<file path="src/rtl/alu_muldiv_seq.sv">
// Sequential RV64M multiply/divide unit: shift-add multiplier and restoring divider, one bit per cycle.
// Optional macro ALU_MUL_FAST_EN: MUL* use a single combinational multiplier and finish one edge after accept.
module alu_muldiv_seq #(
  parameter int XLEN = 64,
  parameter int OPW  = 3
) (
  input  logic            i_Clk,
  input  logic            i_Rst_n,
  input  logic            i_Valid,
  output logic            o_Ready,
  input  logic [OPW-1:0]  i_Op,
  input  logic [XLEN-1:0] i_Rs1,
  input  logic [XLEN-1:0] i_Rs2,
  input  logic            i_Flush,
  output logic            o_Valid,
  input  logic            i_Ready,
  output logic [XLEN-1:0] o_Result,
  output logic            o_Zero
);

  localparam int CW = $clog2(XLEN);

  typedef enum logic [1:0] {IDLE, BUSY, DONE} state_t;

  state_t            state;
  logic [OPW-1:0]    op_reg;
  logic [XLEN-1:0]   hi_reg, lo_reg, b_reg;
  logic              neg_reg, rneg_reg;
  logic [CW-1:0]     count_reg;
  logic [XLEN-1:0]   result_reg;
  logic              zero_reg, ready_reg, valid_reg;

  // Accept-side decode: operand signedness, magnitudes and the no-iteration divide cases
  logic              is_div, a_sgn, b_sgn, a_neg, b_neg, div_zero, div_ovf;
  logic [XLEN-1:0]   a_mag, b_mag, special_result;
  logic              mul_fast;
  logic [2*XLEN-1:0] fast_prod, fast_prod_s;
  logic [XLEN-1:0]   fast_result;

  always_comb begin
    is_div   = i_Op[2];
    a_sgn    = is_div ? ~i_Op[0] : (i_Op[1:0] != 2'd3);
    b_sgn    = is_div ? ~i_Op[0] : ~i_Op[1];
    a_neg    = a_sgn & i_Rs1[XLEN-1];
    b_neg    = b_sgn & i_Rs2[XLEN-1];
    a_mag    = a_neg ? -i_Rs1 : i_Rs1;
    b_mag    = b_neg ? -i_Rs2 : i_Rs2;
    div_zero = is_div & (i_Rs2 == '0);
    div_ovf  = is_div & ~i_Op[0] & (i_Rs1 == {1'b1, {(XLEN-1){1'b0}}}) & (&i_Rs2);
    if (div_zero)
      special_result = i_Op[1] ? i_Rs1 : '1;
    else
      special_result = i_Op[1] ? '0 : i_Rs1;
`ifdef ALU_MUL_FAST_EN
    fast_prod = a_mag * b_mag;
    mul_fast  = ~is_div;
`else
    fast_prod = '0;
    mul_fast  = 1'b0;
`endif
    fast_prod_s = (a_neg ^ b_neg) ? -fast_prod : fast_prod;
    fast_result = (i_Op[1:0] == 2'd0) ? fast_prod_s[XLEN-1:0] : fast_prod_s[2*XLEN-1:XLEN];
  end

  // One iteration step; multiply and divide share the hi/lo/b registers
  logic [XLEN:0]     sum;
  logic [XLEN-1:0]   hi_sh, diff, hi_next, lo_next;
  logic              ge;
  logic [2*XLEN-1:0] prod, prod_s;
  logic [XLEN-1:0]   quo, rem, iter_result;

  always_comb begin
    sum   = {1'b0, hi_reg} + (lo_reg[0] ? {1'b0, b_reg} : '0);
    hi_sh = {hi_reg[XLEN-2:0], lo_reg[XLEN-1]};
    diff  = hi_sh - b_reg;
    ge    = {hi_reg[XLEN-1], hi_sh} >= {1'b0, b_reg};
    if (op_reg[2]) begin
      hi_next = ge ? diff : hi_sh;
      lo_next = {lo_reg[XLEN-2:0], ge};
    end else begin
      hi_next = sum[XLEN:1];
      lo_next = {sum[0], lo_reg[XLEN-1:1]};
    end
    prod   = {hi_next, lo_next};
    prod_s = neg_reg ? -prod : prod;
    quo    = neg_reg ? -lo_next : lo_next;
    rem    = rneg_reg ? -hi_next : hi_next;
    if (op_reg[2])
      iter_result = op_reg[1] ? rem : quo;
    else
      iter_result = (op_reg[1:0] == 2'd0) ? prod_s[XLEN-1:0] : prod_s[2*XLEN-1:XLEN];
  end

  always_ff @(posedge i_Clk) begin
    if (!i_Rst_n) begin
      state      <= IDLE;
      op_reg     <= '0;
      hi_reg     <= '0;
      lo_reg     <= '0;
      b_reg      <= '0;
      neg_reg    <= 1'b0;
      rneg_reg   <= 1'b0;
      count_reg  <= '0;
      result_reg <= '0;
      zero_reg   <= 1'b0;
      ready_reg  <= 1'b1;
      valid_reg  <= 1'b0;
    end else begin
      case (state)
        IDLE: begin
          if (i_Valid && !i_Flush) begin
            op_reg    <= i_Op;
            neg_reg   <= a_neg ^ b_neg;
            rneg_reg  <= a_neg;
            hi_reg    <= '0;
            lo_reg    <= is_div ? a_mag : b_mag;
            b_reg     <= is_div ? b_mag : a_mag;
            count_reg <= '0;
            ready_reg <= 1'b0;
            if (div_zero || div_ovf) begin
              result_reg <= special_result;
              zero_reg   <= (special_result == '0);
              valid_reg  <= 1'b1;
              state      <= DONE;
            end else if (mul_fast) begin
              result_reg <= fast_result;
              zero_reg   <= (fast_result == '0);
              valid_reg  <= 1'b1;
              state      <= DONE;
            end else begin
              state <= BUSY;
            end
          end
        end
        BUSY: begin
          if (i_Flush) begin
            state     <= IDLE;
            ready_reg <= 1'b1;
          end else begin
            hi_reg    <= hi_next;
            lo_reg    <= lo_next;
            count_reg <= count_reg + 1'b1;
            if (count_reg == CW'(XLEN-1)) begin
              result_reg <= iter_result;
              zero_reg   <= (iter_result == '0);
              valid_reg  <= 1'b1;
              state      <= DONE;
            end
          end
        end
        DONE: begin
          // Flush and hand-off both return to IDLE; the result is simply dropped on flush
          if (i_Flush || i_Ready) begin
            state     <= IDLE;
            valid_reg <= 1'b0;
            ready_reg <= 1'b1;
          end
        end
        default: begin
          state     <= IDLE;
          valid_reg <= 1'b0;
          ready_reg <= 1'b1;
        end
      endcase
    end
  end

  assign o_Ready  = ready_reg;
  assign o_Valid  = valid_reg;
  assign o_Result = result_reg;
  assign o_Zero   = zero_reg;

endmodule

</file>
<file path="config.mk">
export PLATFORM = sky130hd
export DESIGN_NAME = alu_muldiv_seq
export DESIGN_NICKNAME = d
export VERILOG_FILES = /design/src/rtl/alu_muldiv_seq.sv
export SDC_FILE = /design/constraint.sdc
export NUM_CORES = 2
export LEC_CHECK = 0
export CORE_ASPECT_RATIO = 1.4
export CORE_MARGIN = 4
export CORE_UTILIZATION = 30
export DETAILED_ROUTE_END_ITERATION = 6
export SETUP_SLACK_MARGIN = 0.05
export SLEW_MARGIN = 30
export SYNTH_ARGS = -nofsm -noshare
export SYNTH_HDL_FRONTEND = slang
export SYNTH_SLANG_ARGS = --single-unit
</file>
<file path="constraint.sdc">
create_clock -name i_Clk -period 7.3 [get_ports i_Clk]
set_input_delay 1.46 -clock i_Clk [delete_from_list [all_inputs] [get_ports i_Clk]]
set_output_delay 1.46 -clock i_Clk [all_outputs]
set_load 0.05 [all_outputs]
</file>
Yosys cells after proc, flatten, opt, wreduce, memory -nomap -nowiden --
Cells that the tools add are included.
Storage, ports and cells: input port bits 136, output and inout port bits 67, bits in registers 272
Cells by class: magnitude comparators 1, reduce and logical (&&, ||, !) cells 17, add/subtract/negate cells 8, eq/ne operators 12, bitwise logic cells 9, mux-type cells 54
Operators by type and width (number):
- 64-bit two-way mux | 24
- 64-bit case mux with 2 select lines | 3
- 64-bit negation | 4
- 64-bit logical NOT | 3
- 128-bit two-way mux | 1
- 128-bit negation | 1
- 64-bit by 64-bit adder with 65-bit output | 1
- 65-bit by 64-bit greater-or-equal comparator with 1-bit output | 1
- 64-bit equality test, second input constant | 1
- 64-bit AND reduction | 1
- 64-bit subtractor | 1
- 1-bit two-way mux | 14
- 2-bit != test, second input constant | 7
- 6-bit two-way mux | 2
- 6-bit case mux with 2 select lines | 1
- 2-bit two-way mux | 5
- 5-bit AND reduction | 2
- 3-bit AND reduction | 3
- 6-bit by 1-bit adder with 6-bit output, second input constant | 1
- 1-bit AND | 6
- 6-bit equality test, second input constant | 1
- 1-bit case mux with 3 select lines | 2
- 2-bit case mux with 3 select lines | 1
- 2-bit logical NOT | 2
- 11 further kinds | 13

Logic depth before layout (Yosys ltp) --
depth in word-level cells 11, mapped depth 33, mapped depth without buffers 28

Worst setup path after synthesis --
No wires, ideal clock.
path type reg2reg, start reg op_reg[2], end reg zero_reg (netlist: o_Zero), setup time 0.084 ns, setup slack 0.422 ns, data arrival time 6.794 ns, stages on the path, launching flop included 30, clock period less this slack 6.878 ns, cells stage by stage dfxtp_1 > buf_4 > buf_4 > buf_6 > buf_4 > buf_2 > buf_2 > buf_2 > buf_2 > buf_2 > buf_1 > buf_1 > a31oi_1 > inv_1 > ha_1 > inv_1 > a211oi_1 > nand4b_1 > or3_1 > nor3_1 > nand2_1 > or3_1 > or2_2 > o41ai_1 > xnor2_1 > nor2_1 > or3b_2 > a2111oi_0 > nand4_1 > o31ai_2
Between the ends: word-level cells in the longest chain between the ends 9, elaborated cells on any way between the ends 15, those cells by class add/sub (3); mux (11); reduce/logical (1)
Ends and longest elaborated chain:
- start, declared | line 26 | logic [OPW-1:0] op_reg;
- start signal, assigned | line 112 | op_reg <= i_Op;
- 64-bit two-way mux | line 77 | if (op_reg[2]) begin
- 128-bit negation, or another cell as far along | line 85 | prod_s = neg_reg ? -prod : prod;
- 128-bit two-way mux, or another cell as far along | line 85
- 64-bit two-way mux, on equally long branches | line 91, 89
- 64-bit two-way mux (*) | line 88 | if (op_reg[2])
- 64-bit logical NOT (*) | line 145 | zero_reg <= (iter_result == '0);
- 1-bit two-way mux (*) | line 143 | if (count_reg == CW'(XLEN-1)) begin
- 1-bit two-way mux (*) | line 136 | if (i_Flush) begin
- 1-bit case mux with 2 select lines (*) | line 109 | case (state)
- end signal, assigned | line 122 | zero_reg <= (special_result == '0);
- end signal, assigned | line 127 | zero_reg <= (fast_result == '0);
- end signal, assigned | line 145
- end, declared | line 31 | logic zero_reg, ready_reg, valid_reg;
Mark *: on every way between the ends. The rest lies on a longest branch, timed or not. The select of a mux whose other input is x is not followed. A chain may end at the register's enable or synchronous reset.

Final worst setup path --
start reg b_reg[49], end reg zero_reg (netlist: o_Zero)
Between the ends: word-level cells in the longest chain between the ends 11, elaborated cells on any way between the ends 20, those cells by class add/sub (5); order compare (1); mux (13); reduce/logical (1)
Ends and longest elaborated chain:
- start, declared | line 27 | logic [XLEN-1:0] hi_reg, lo_reg, b_reg;
- start signal, assigned | line 117 | b_reg <= is_div ? b_mag : a_mag;
- 64-bit two-way mux, or another cell as far along | line 73 | sum = {1'b0, hi_reg} + (lo_reg[0] ? {1'b0, b_reg} : '0);
- 64-bit by 64-bit adder with 65-bit output / 64-bit two-way mux (equally long branches) | line 73, 78
- 64-bit two-way mux | line 77
- 128-bit negation / 64-bit negation (equally long branches) | line 85, 87
- 128-bit two-way mux / 64-bit two-way mux (equally long branches) | line 85, 87
- 64-bit two-way mux, on equally long branches | line 91, 89
- 64-bit two-way mux (*) | line 88
- 64-bit logical NOT (*) | line 145
- 1-bit two-way mux (*) | line 143
- 1-bit two-way mux (*) | line 136
- 1-bit case mux with 2 select lines (*) | line 109
Marks and branches as above.

==> impl_results.md <==
* Detailed-route via count at 42800
* Max cap viols at 0
* Drt drc at 6
* Drt total wl at 202 mm
* Final setup violation count at 0
* RePlAce Congestion at 1.11
* Drt first pass iters at 7
* Top cell type's share of synthesized area at 16.0%
* Slew @ Worst Pin at 1.15 ns
* Starting Density at 30.2%
* Crit Path Class: reg2reg
* Average size of a mapped cell at 6.73 µm²
* Fraction of registers with async set/reset at 0%
* Reg clk slew, reported paths at 0.07 ns
* Commonest non-fill, non-tap cell in the layout: nor2_1
* FP Rows at 146
* Largest net degree at the start of global routing at 165
* I/O Buffers at 202
* Failing checks: DRC
* Syn Std Cell Area at 34100 µm²
* Syn Inst Count at 5061
* RSZ-0062 raised after global routing: no
* Total clock sinks at 272
* Leading cell types by total area after synthesis: dfxtp_1 (16%), nor2_1 (6.8%), nand2_1 (6.3%)
* Worst EP arrival at 7.65 ns
* Root Driver: clkbuf_16
* Worst Setup SP: b_reg[49]
* Worst IR Drop VDD at 0.156 mV
* Sequential area share after synthesis at 16.0%
* Final HPWL DP at 163 mm
* Hold-fix buffers at CTS at 0
* Hold Violations, Final at 0
* Core area at 113000 µm²
* Longest Clk Path Bufs at 3
* CTS tree: built
* Most frequent cells in the layout: nor2_1 (607), nand2_1 (566), buf_4 (423)
* H-Tree Depth at 2
* CTS buffer count at 36
* Biggest cell delay along the critical path at 0.60 ns
* Ordered list of cells on the worst path: inv_1 > ha_2 > nand4_1 > nor2_4 > nand4_1 > o31ai_2 > a211o_1 > or2_4 > nor4_1 > or3_1 > inv_1 > ha_2 > nand3_1 > nor2_2 > o211ai_1 > or4_1 > o21ai_0 > xnor2_1 > a22oi_1 > or4b_1 > nor4_1 > buf_4 > nand4_1 > o31ai_2
* I/O Pins at 203
* Total Routing Usage GR at 32.3%
* Total grt overflow at 0
* Crit path launch type: flip-flop
* Cell count after placement at 6805
* Non-filler instance count after layout at 6877
* FILL cells at 12300
* Crit path max-delay cell type: or4b_1
* Syn nets at 5333
* Min Tclk post-route at 7.13 ns
* Highest clock rate at 140 MHz
* Crit Reg-Reg Endpoint: o_Zero
* Clk_skew at 0.0294 ns
* CP endpoint: o_Zero
* Post-DR vias/cell at 6.23
* Period utilization at 97.7%
* Yosys cell types at 107
* Initial antenna violation count at 9
* Min-Delay Path Class: reg2reg
* Worst path required time at 7.82 ns
* Slew HR at 22.6%
* Number of flops mapped to enable cells by yosys at 0
* First-pass GRT wire length at 286 mm
* Die height at 407 µm
* CP Capture Type: flip-flop
* Yosys top cell by area: dfxtp_1
* Status: finished, violations left
* PwrDens at 228 nW/µm²
* Util after Layout at 36.5%
* CP max FO at 8
* R2R Setup Slk at 0.17 ns
* Share of cells above drive strength 1 at 11.6%
* Worst-Skew Late Latency at 0.60 ns
* Post-DRT Antenna Nets at 0
* R2R cell count at 24
* Warnings, synthesis at 0
* Area growth syn-to-layout at 20.9%
* LEAKAGE at 15.7 nW
* Nets at 5638
* Drt first-iter violations at 4573
* Seq cells post-synth at 272
* RR Startpoint: b_reg[49]
* Avg WL per Cell at 29.4 µm
* Most frequent cell on the critical path: nand4_1
* Die Wd at 293 µm
* Vias in the first global route at 40600
* Slew Limit Fails at 0
* Die Area at 119000 µm²
* Main synth FF type: dfxtp_1
[worst max-delay path: cells and delay by family, from the launching register on]
| kind | cells | cell delay [ns] |
|---|---|---|
| adders and majority gates | 2 | 0.76 |
| buffers and inverters | 3 | 0.32 |
| AOI/OAI and AO/OA | 6 | 1.62 |
| and+or+nand+nor | 12 | 3.82 |
| xor gates and xnor gates | 1 | 0.17 |
| DFF | 1 | 0.34 |
[layout make-up]
| class | instances | area (µm²) | area share (%) |
|---|---|---|---|
| multi-input combinational | 4297 | 26800 | 65.1 |
| sequential | 272 | 5450 | 13.2 |
| timing repair buffer | 634 | 5390 | 13.1 |
| tap | 1480 | 1850 | 4.50 |
| clock buffer | 48 | 1020 | 2.47 |
| inverter | 125 | 478 | 1.16 |
| clock inverter | 15 | 149 | 0.362 |
| antenna | 6 | 15.0 | 0.0365 |
[synthesized netlist by cell type (all sizes together), types with 29 or more instances]
| cell | n |
|---|---|
| a21o | 64 |
| o211ai | 217 |
| mux2i | 97 |
| nor4 | 66 |
| and3 | 39 |
| o21ai | 319 |
| a311oi | 32 |
| nand3 | 83 |
| inv | 124 |
| nor2 | 619 |
| buf | 99 |
| o22ai | 29 |
| ha | 134 |
| and2 | 87 |
| xnor2 | 182 |
| o21a | 41 |
| a22oi | 67 |
| a21oi | 416 |
| nand2b | 34 |
| or4 | 33 |
| or3 | 68 |
| a211oi | 114 |
| a31oi | 65 |
| o31ai | 49 |
| xor2 | 136 |
| nor3 | 188 |
| dfxtp | 272 |
| nand2 | 570 |
| clkbuf | 268 |
| nand4 | 133 |
[metrics by stage]
stage | hold slack, ns | instance area, µm² | setup TNS [ns] | setup slack [ns] | power [mW]
floorplan | 0.440 | 34100 | 0 | 0.422 | 4.70
global placement | 0.447 | 39900 | -2.00 | -1.01 | 7.27
detailed placement | 0.450 | 39900 | -1.82 | -0.956 | 7.26
CTS | 0.462 | 41100 | 0 | 0.0782 | 9.19
global route | 0.475 | 41200 | 0 | 0.0442 | 9.69
finish | 0.465 | 41200 | 0 | 0.170 | 9.39
[power breakdown]
group | internal (mW) | leakage, nW | total, mW | switching, mW
logic | 1.96 | 12.9 | 5.72 | 3.76
clock network | 1.06 | 0.574 | 1.88 | 0.828
registers | 1.61 | 2.21 | 1.79 | 0.175
total | 4.63 | 15.7 | 9.39 | 4.76
[routing by layer]
layer / up-vias / global-route usage, % / wire (µm) / share of wire [%]
li1: 19400 / - / - / -
met1: 20600 / 36.3 / 74400 / 37
met2: 2225 / 54.4 / 93300 / 46
met3: 633 / 4.34 / 13500 / 6.7
met4: 8 / 26.6 / 20700 / 10
met5: - / 0 / 53 / 0.026
[cell families (layout without fill, tap and decap cells)]
group           after synthesis  count (layout)  synth area share [%]
compound gates             1658            1658                  32.2
other cells                   0               6                     0
fa+ha+maj                   162             162                  5.80
flops                       272             272                  16.0
buf+inv                     492             822                  5.76
simple gates               2043            2043                  28.6
mux                         116             116                  3.48
xor+xnor                    318             318                  8.18
[timing repair]
item	in CTS	in global routing
pin swaps	2	4
gates resized for setup	8	8
setup endpoints to repair	21	3
buffers inserted	1	2
[how the worst min path moves through the flow]
stage / from / cells after the start / end / slack [ns]
2_1_floorplan: b_reg[32] / 2 / b_reg[32] / 0.44
3_3_place_gp: o_Result[48] / 2 / o_Result[48] / 0.45
3_5_place_dp: o_Result[36] / 2 / o_Result[36] / 0.45
4_1_cts: b_reg[8] / 2 / b_reg[8] / 0.46
5_1_grt: b_reg[46] / 2 / b_reg[46] / 0.47
6_report: b_reg[8] / 2 / b_reg[8] / 0.47
No activity file was read; power rests on OpenSTA's default activity.
